==> src/rtl/bids22_bidder_agent.sv <==
// rtl/bids22_bidder_agent.sv - per-bidder request FIFO, strobe/ack sequencer and round-result tracking
// Optional one-shot auto-retry of "bid not above max" errors: define BIDS22_AUTO_RETRY_EN.
module bids22_bidder_agent #(
  parameter int FIFO_DEPTH  = 4,
  parameter int ACK_TIMEOUT = 16,
  parameter int BID_STEP    = 1
) (
  input  logic        clk,
  input  logic        reset,
  input  logic        req_valid,
  output logic        req_ready,
  input  logic        req_retract,
  input  logic [15:0] req_amt,
  output logic        rsp_valid,
  output logic [1:0]  rsp_err,
  output logic        rsp_timeout,
  output logic        X_bid,
  output logic        X_retract,
  output logic [15:0] X_bidAmt,
  input  logic        X_ack,
  input  logic [1:0]  X_err,
  input  logic [31:0] X_balance,
  input  logic        X_win,
  input  logic        roundOver,
  input  logic [31:0] maxBid,
  output logic [31:0] balance,
  output logic        won,
  output logic [31:0] won_amt,
  output logic [15:0] bids_sent,
  output logic [15:0] bids_ok,
  output logic        busy
);

  localparam int AW = $clog2(FIFO_DEPTH);
  localparam int CW = AW + 1;
  localparam int TW = $clog2(ACK_TIMEOUT + 1);
`ifdef BIDS22_AUTO_RETRY_EN
  localparam bit AUTO_RETRY = 1'b1;
`else
  localparam bit AUTO_RETRY = 1'b0;
`endif

  typedef enum logic [1:0] {IDLE, ISSUE, WAIT, RESP} state_t;
  state_t state, state_nx;

  logic [16:0]   mem [FIFO_DEPTH];
  logic [AW-1:0] wr_ptr, rd_ptr;
  logic [CW-1:0] count;
  logic          full, empty, push, pop;

  logic          cur_retract, retried;
  logic [15:0]   cur_amt;
  logic [TW-1:0] timer;
  logic          ack_take, retry_take, timeout_hit;
  logic [32:0]   step_sum;
  logic [15:0]   retry_amt;

  assign full      = (count == CW'(FIFO_DEPTH));
  assign empty     = (count == '0);
  assign req_ready = !reset && !full;
  assign push      = req_valid && !full;
  assign pop       = (state == IDLE) && !empty;

  assign ack_take    = X_ack && ((state == ISSUE) || (state == WAIT));
  assign retry_take  = AUTO_RETRY && ack_take && !cur_retract && (X_err == 2'b11) && !retried;
  assign timeout_hit = (state == WAIT) && !X_ack && (timer == TW'(ACK_TIMEOUT - 1));

  // Retry amount is sampled from maxBid in the ack cycle and clamped to the 16-bit bid range.
  assign step_sum  = {1'b0, maxBid} + 33'(BID_STEP);
  assign retry_amt = (step_sum > 33'h0FFFF) ? 16'hFFFF : step_sum[15:0];

  assign X_bid     = (state == ISSUE) && !cur_retract;
  assign X_retract = (state == ISSUE) && cur_retract;
  assign X_bidAmt  = cur_amt;
  assign rsp_valid = (state == RESP);
  assign busy      = (state != IDLE) || !empty;

  always_ff @(posedge clk) begin
    if (push) mem[wr_ptr] <= {req_retract, req_amt};
  end

  always_ff @(posedge clk or posedge reset) begin
    if (reset) begin
      wr_ptr <= '0;
      rd_ptr <= '0;
      count  <= '0;
    end else begin
      if (push) wr_ptr <= wr_ptr + AW'(1);
      if (pop)  rd_ptr <= rd_ptr + AW'(1);
      case ({push, pop})
        2'b10:   count <= count + CW'(1);
        2'b01:   count <= count - CW'(1);
        default: count <= count;
      endcase
    end
  end

  always_comb begin
    state_nx = state;
    case (state)
      IDLE: if (!empty) state_nx = ISSUE;
      ISSUE, WAIT: begin
        if (ack_take)             state_nx = retry_take ? ISSUE : RESP;
        else if (state == ISSUE)  state_nx = WAIT;
        else if (timeout_hit)     state_nx = RESP;
      end
      RESP:    state_nx = IDLE;
      default: state_nx = IDLE;
    endcase
  end

  always_ff @(posedge clk or posedge reset) begin
    if (reset) begin
      state       <= IDLE;
      cur_retract <= 1'b0;
      cur_amt     <= '0;
      retried     <= 1'b0;
      timer       <= '0;
      rsp_err     <= '0;
      rsp_timeout <= 1'b0;
      balance     <= '0;
      bids_sent   <= '0;
      bids_ok     <= '0;
      won         <= 1'b0;
      won_amt     <= '0;
    end else begin
      state <= state_nx;

      if (pop) begin
        cur_retract <= mem[rd_ptr][16];
        cur_amt     <= mem[rd_ptr][16] ? 16'h0000 : mem[rd_ptr][15:0];
        retried     <= 1'b0;
      end

      if (state == ISSUE)     timer <= '0;
      else if (state == WAIT) timer <= timer + TW'(1);

      if ((state == ISSUE) && !cur_retract && (bids_sent != 16'hFFFF))
        bids_sent <= bids_sent + 16'd1;

      if (ack_take) begin
        balance <= X_balance;
        if (retry_take) begin
          cur_amt <= retry_amt;
          retried <= 1'b1;
        end else begin
          rsp_err     <= X_err;
          rsp_timeout <= 1'b0;
          if (!cur_retract && (X_err == 2'b00) && (bids_ok != 16'hFFFF))
            bids_ok <= bids_ok + 16'd1;
        end
      end else if (timeout_hit) begin
        rsp_err     <= 2'b00;
        rsp_timeout <= 1'b1;
      end

      // Round results are independent of the request sequencer.
      if (roundOver) begin
        won     <= X_win;
        won_amt <= X_win ? maxBid : 32'h0;
      end
    end
  end

endmodule

==> config.mk <==
export PLATFORM = sky130hd
export DESIGN_NAME = bids22_bidder_agent
export DESIGN_NICKNAME = d
export VERILOG_FILES = /design/src/rtl/bids22_bidder_agent.sv
export SDC_FILE = /design/constraint.sdc
export NUM_CORES = 1
export LEC_CHECK = 0
export BUFFER_PORTS_ARGS = -buffer_cell sky130_fd_sc_hd__buf_2
export CELL_PAD_IN_SITES_DETAIL_PLACEMENT = 1
export CELL_PAD_IN_SITES_GLOBAL_PLACEMENT = 1
export CORE_ASPECT_RATIO = 1.25
export CORE_MARGIN = 2
export CORE_UTILIZATION = 42
export DETAILED_ROUTE_END_ITERATION = 10
export GPL_TIMING_DRIVEN = 0
export PLACE_DENSITY = 0.83
export SLEW_MARGIN = 20
export SYNTH_ARGS = -nofsm -noshare
export SYNTH_HDL_FRONTEND = slang
export SYNTH_SLANG_ARGS = --single-unit
==> constraint.sdc <==
create_clock -name clk -period 5.4 [get_ports clk]
set_input_delay 0.54 -clock clk [delete_from_list [all_inputs] [get_ports clk]]
set_output_delay 0.54 -clock clk [all_outputs]
set_load 0.05 [all_outputs]
* Yosys cells after proc, flatten, opt, wreduce, memory -nomap -nowiden *
Memory sizes are Yosys's and may differ from the RTL's.
Cells that the tools add are included.

word-level totals
  flip-flop bits (word level) = 131
  RAM bits = 68
  bits of input ports = 89
  output and inout port bits = 121
  word-level logic and storage cells = 77
  memories kept = 1

cells by class
  $add $sub $neg = 7
  equality and inequality tests = 11
  mux-type cells = 16
  reductions and logical operators = 28

memory list
  name  depth  bits a word  rd ports  clocked after Yosys merged registers in  wr ports  RTL line  text
  mem   4      17           1         0                                        1         46        logic [16:0] mem [FIFO_DEPTH];

operators with widths
  kind                   number
  $add 16x1->16 const B  2
  $mux 32                1
  $ne 16x16->1 const B   2
  $mux 16                1
  $mux 2                 6
  $logic_and 1x1->1      11
  $mux 5                 2
  $reduce_bool 2->1      4
  $eq 2x2->1 const B     3
  $pmux 2 s3             1
  $pmux 3 s2             1
  $add 5x1->5 const B    1
  $eq 5x4->1 const B     1
  $logic_not 1->1        5
  $add 2x1->2 const B    2
  $eq 2x1->1 const B     2
  $logic_not 2->1        2
  $mux 1                 4
  $ne 4x4->1 const B     1
  $reduce_and 2->1       2
  $add 3x1->3 const B    1
  $eq 3x3->1 const B     1
  $logic_not 3->1        1
  $sub 3x1->3 const B    1
  other kinds (3)        4

* Logic depth before layout (Yosys ltp) *
  depth after elaboration = 7
  depth in mapped cells = 11
  gate-level depth less buffers = 10

* Worst setup path after synthesis *
OpenSTA, ideal clock, no wires.

  kind = reg2reg
  from = register bids_sent[0]
  to = register bids_sent[1]
  library setup time = 0.125 ns
  arrival = 1.977 ns
  required time = 5.275 ns
  path slack = 3.298 ns
  stages on the path, launching flop included = 6
  path buffers = 0
  clock period less this slack = 2.102 ns
  cell sequence = dfrtp_1 > ha_1 > nand3_1 > nor4_1 > nor2_1 > mux2_2

on the way
  cells in the longest elaborated chain, start to end = 2
  elaborated cells on any way between the ends = 3
  classes of those cells = add/sub (1); eq/ne (1); reduce/logical (1)

ends and longest elaborated chain
  element                                                                RTL line  text
  start, declared                                                        29        output logic [15:0] bids_sent,
  start signal, assigned                                                 139       bids_sent <= bids_sent + 16'd1;
  parallel branches: the longest is 2 deep, another holds $add 16x1->16  -

Several ways; the timed one is not identified.
A chain may end at the register's enable or synchronous reset.

* Final worst setup path *
  from = register state[1]
  to = output X_bid

on the way
  cells in the longest elaborated chain, start to end = 2

ends and longest elaborated chain
  element                 RTL line  text
  start, declared         44        state_t state, state_nx;
  start signal, assigned  127       state <= state_nx;
  $eq 2x1->1              72        assign X_bid = (state == ISSUE) && !cur_retract;
  $logic_and 1x1->1       72
  end, declared           17        output logic X_bid,

No other way between the ends.

==> load_flow_metrics.sql <==
INSERT INTO impl_metrics (metric_group, metric, value, unit) VALUES
('cts', 'post-cts-setup-buffers', '0', ''),
('floorplan', 'placement_rows', '57', ''),
('hold_path', 'min-delay-path-class', 'in2async', ''),
('timing', 'timing.final.ws_setup', '2.75', 'ns'),
('critical_path', 'critical_path_peak_fanout', '10', ''),
('status', 'status', 'finished clean', ''),
('grt', 'grt_pass1_wl', '32300', 'µm'),
('floorplan', 'start_util', '42.5', '%'),
('cts', 'postCtsHoldBufs', '0', ''),
('synthesis', 'yosys.area.top_type', 'sky130_fd_sc_hd__dfrtp_1', ''),
('grt', 'antenna_found_initial', '0', ''),
('floorplan', 'ios', '210', ''),
('detailed_routing', 'via_count', '5635', ''),
('cts', 'numClockSinks', '199', ''),
('floorplan', 'die_h', '160', 'µm'),
('place', 'placedInstanceArea', '9550', 'µm²'),
('synthesis', 'ys_ff_latch', '199', ''),
('finish', 'layout.cells.most_common', 'sky130_fd_sc_hd__buf_2', ''),
('critical_path', 'worst_r2r_endpoint', 'count[2]', ''),
('cts', 'clk_pin_slew_worst_paths', '0.08', 'ns'),
('detailed_routing', 'totalWireLength', '20000', 'µm'),
('synthesis', 'synth.top_cells.by_area', 'sky130_fd_sc_hd__dfrtp_1 40%, sky130_fd_sc_hd__edfxtp_1 25%, sky130_fd_sc_hd__mux2_2 5.1%', ''),
('critical_path', 'worst-setup-path-type', 'reg2out', ''),
('place', 'io_buffers', '209', ''),
('floorplan', 'die_w', '129', 'µm'),
('place', 'dp_hpwl', '14500', 'µm'),
('power_and_ir_drop', 'ir_worst_vdd', '0.321', 'mV'),
('flow_run', 'drv.max_cap_violation_count', '0', ''),
('finish', 'final_cell_mix', '214 x sky130_fd_sc_hd__buf_2, 131 x sky130_fd_sc_hd__dfrtp_1, 68 x sky130_fd_sc_hd__edfxtp_1, 66 x sky130_fd_sc_hd__nand2_1, 54 x sky130_fd_sc_hd__o21ai_0', ''),
('floorplan', 'die_area', '20600', 'µm²'),
('finish', 'n_antenna_cell', '0', ''),
('synthesis', 'post_synth_instance_area', '8180', 'µm²'),
('place', 'pre_cts_slack', '2.97', 'ns'),
('critical_path', 'worst-endpoint-required', '4.86', 'ns'),
('grt', 'vias_in_the_first_global_route', '6164', ''),
('power_and_ir_drop', 'power_density', '569', 'nW/µm²'),
('critical_path', 'crit_path_dat', '2.11', 'ns'),
('grt', 'grt_max_degree', '95', ''),
('synthesis', 'netlist.area_leader.share', '40.1', '%'),
('detailed_routing', 'post_drt_via_cell_ratio', '5.17', ''),
('grt', 'grt.overflow.total', '0', ''),
('timing', 'final-max-slew-violation-count', '0', ''),
('timing', 'layout_worst_path_cycle_share', '49.0', '%'),
('synthesis', 'fraction_of_synthesized_area_in_multiplexers', '10.1', '%'),
('cts', 'cts_tree', 'yes', ''),
('detailed_routing', 'antenna_violating_nets_post_route', '0', ''),
('finish', 'area_growth_syn_to_layout', '24.1', '%'),
('synthesis', 'synth_compound_gate_area_share', '5.05', '%'),
('timing', 'final-setup-viol-count', '0', ''),
('floorplan', 'floorplan.core_area', '19300', 'µm²'),
('critical_path', 'rr_startpoint', 'state[0]', ''),
('synthesis', 'combinational_family_with_the_most_area_after_synthesis', 'simple AND/OR/NAND/NOR gates', ''),
('finish', 'layout.nets', '944', ''),
('critical_path', 'critical_path.startpoint_type', 'flip-flop', ''),
('timing', 'clock-skew-final', '0.0109', 'ns'),
('timing', 'rsz0062_at_grt', 'no', ''),
('detailed_routing', 'detail_route.first_pass.iterations', '4', ''),
('finish', 'stdcell_area', '10100', 'µm²'),
('cts', 'cts_resized', '0', ''),
('finish', 'count_of_filler_cells_inserted_in_the_layout', '2040', ''),
('grt', 'met2_usage', '36.9', '%'),
('detailed_routing', 'post_drt_wl_per_cell', '18.4', 'µm'),
('timing', 'timing.slew.headroom', '33.8', '%'),
('synthesis', 'synth_seq_area_share', '65.1', '%'),
('timing', 'final_hold_viol_count', '0', ''),
('place', 'place_congestion', '0.774', ''),
('detailed_routing', 'remaining_drc_errors', '0', ''),
('grt', 'met3_usage', '3.82', '%'),
('timing', 'worst_pin_slew', '0.993', 'ns'),
('synthesis', 'synth-xor-area-share', '3.53', '%'),
('cts', 'ctsLongestPathBuffers', '2', '');
state kept, by name, indices dropped and copies added (netlist names):
name	flops
bids_ok	16
rd_ptr	2
won_amt	32
count	3
bids_sent	16
won	1
rsp_timeout	1
rsp_err	2
state	2
cur_retract	1
mem	68
X_bidAmt	16
wr_ptr	2
timer	5
balance	32
metal layers:
layer	vias up	part of all wire (%)
li1	2593	-
met1	2854	38
met2	150	55
met3	38	3.8
met4	0	2.8
met5	-	0
critical path, cell delays in order (launching register included):
cell	delay (ns)
sky130_fd_sc_hd__dfrtp_1	0.43
sky130_fd_sc_hd__inv_1	0.10
sky130_fd_sc_hd__ha_1	0.15
sky130_fd_sc_hd__clkbuf_1	0.35
sky130_fd_sc_hd__nand2b_1	0.23
sky130_fd_sc_hd__inv_1	0.13
sky130_fd_sc_hd__buf_2	0.28
cell type report:
cell class | count | area, µm² | area share, %
Clock buffer | 17 | 425 | 4.19
Buffer | 26 | 111 | 1.10
Multi-Input combinational cell | 340 | 2570 | 25.3
Sequential cell | 199 | 5320 | 52.4
Tap cell | 236 | 295 | 2.91
Timing Repair Buffer | 210 | 1070 | 10.6
Inverter | 46 | 180 | 1.78
Clock inverter | 15 | 171 | 1.69
how the worst max path moves through the flow:
stage                   start     endpoint  slack, ns  depth (start not counted)
finish               state[1]        X_bid       2.75                          6
detailed placement  req_valid   mem[0][10]       2.97                          3
global route         state[1]        X_bid       2.59                          6
CTS                  state[1]        X_bid       2.74                          6
global placement        reset  won_amt[23]      -0.43                          2
floorplan               reset  X_bidAmt[0]       1.36                          1
metrics by stage:
stage / utilization, % / hold slack, ns / instances / power (mW)
after global routing: 52.7 / 0.0851 / 1089 / 6.09
after CTS: 52.7 / 0.0819 / 1089 / 5.85
after global placement: 49.4 / 0.456 / 1056 / 4.46
final: 52.7 / 0.0870 / 1089 / 5.78
after floorplan: - / 0.449 / 611 / 3.92
after detailed placement: 49.6 / 0.474 / 1057 / 4.56
report_power, final:
| group | total (mW) | internal [mW] | switching [mW] | leakage, nW |
|---|---|---|---|---|
| sequential | 2.17 | 1.96 | 0.208 | 2.29 |
| clock | 1.27 | 0.626 | 0.645 | 0.285 |
| combinational | 2.34 | 0.733 | 1.60 | 2.06 |
synthesized netlist by cell type (all sizes together):
| master | number |
|---|---|
| buf | 9 |
| a41oi | 1 |
| inv | 46 |
| nor3 | 11 |
| nand4 | 12 |
| a2111oi | 2 |
| o22ai | 2 |
| dfrtp | 131 |
| nor2b | 3 |
| nand2 | 67 |
| o21a | 3 |
| o21ai | 54 |
| a32o | 2 |
| nand4b | 1 |
| nor2 | 5 |
| xor2 | 22 |
| ha | 14 |
| a311oi | 1 |
| mux4 | 17 |
| nor3b | 2 |
| nor4 | 10 |
| edfxtp | 68 |
| or4 | 3 |
| nand2b | 19 |
| a21oi | 2 |
| clkbuf | 17 |
| and2 | 7 |
| mux2 | 37 |
| nand3b | 1 |
| fa | 1 |
| a21boi | 2 |
| nand3 | 14 |
| or3 | 1 |
| mux2i | 3 |
| a31oi | 1 |
| xnor2 | 11 |
| a211oi | 1 |
| and3 | 8 |
cell families (layout without fill, tap and decap cells):
group,after synthesis,in the layout
buf+inv,72,314
flops,199,199
mux,57,57
xor+xnor,33,33
simple gates,164,164
compound gates,71,71
fa+ha+maj,15,15
Power figures use the tool's default switching activity.
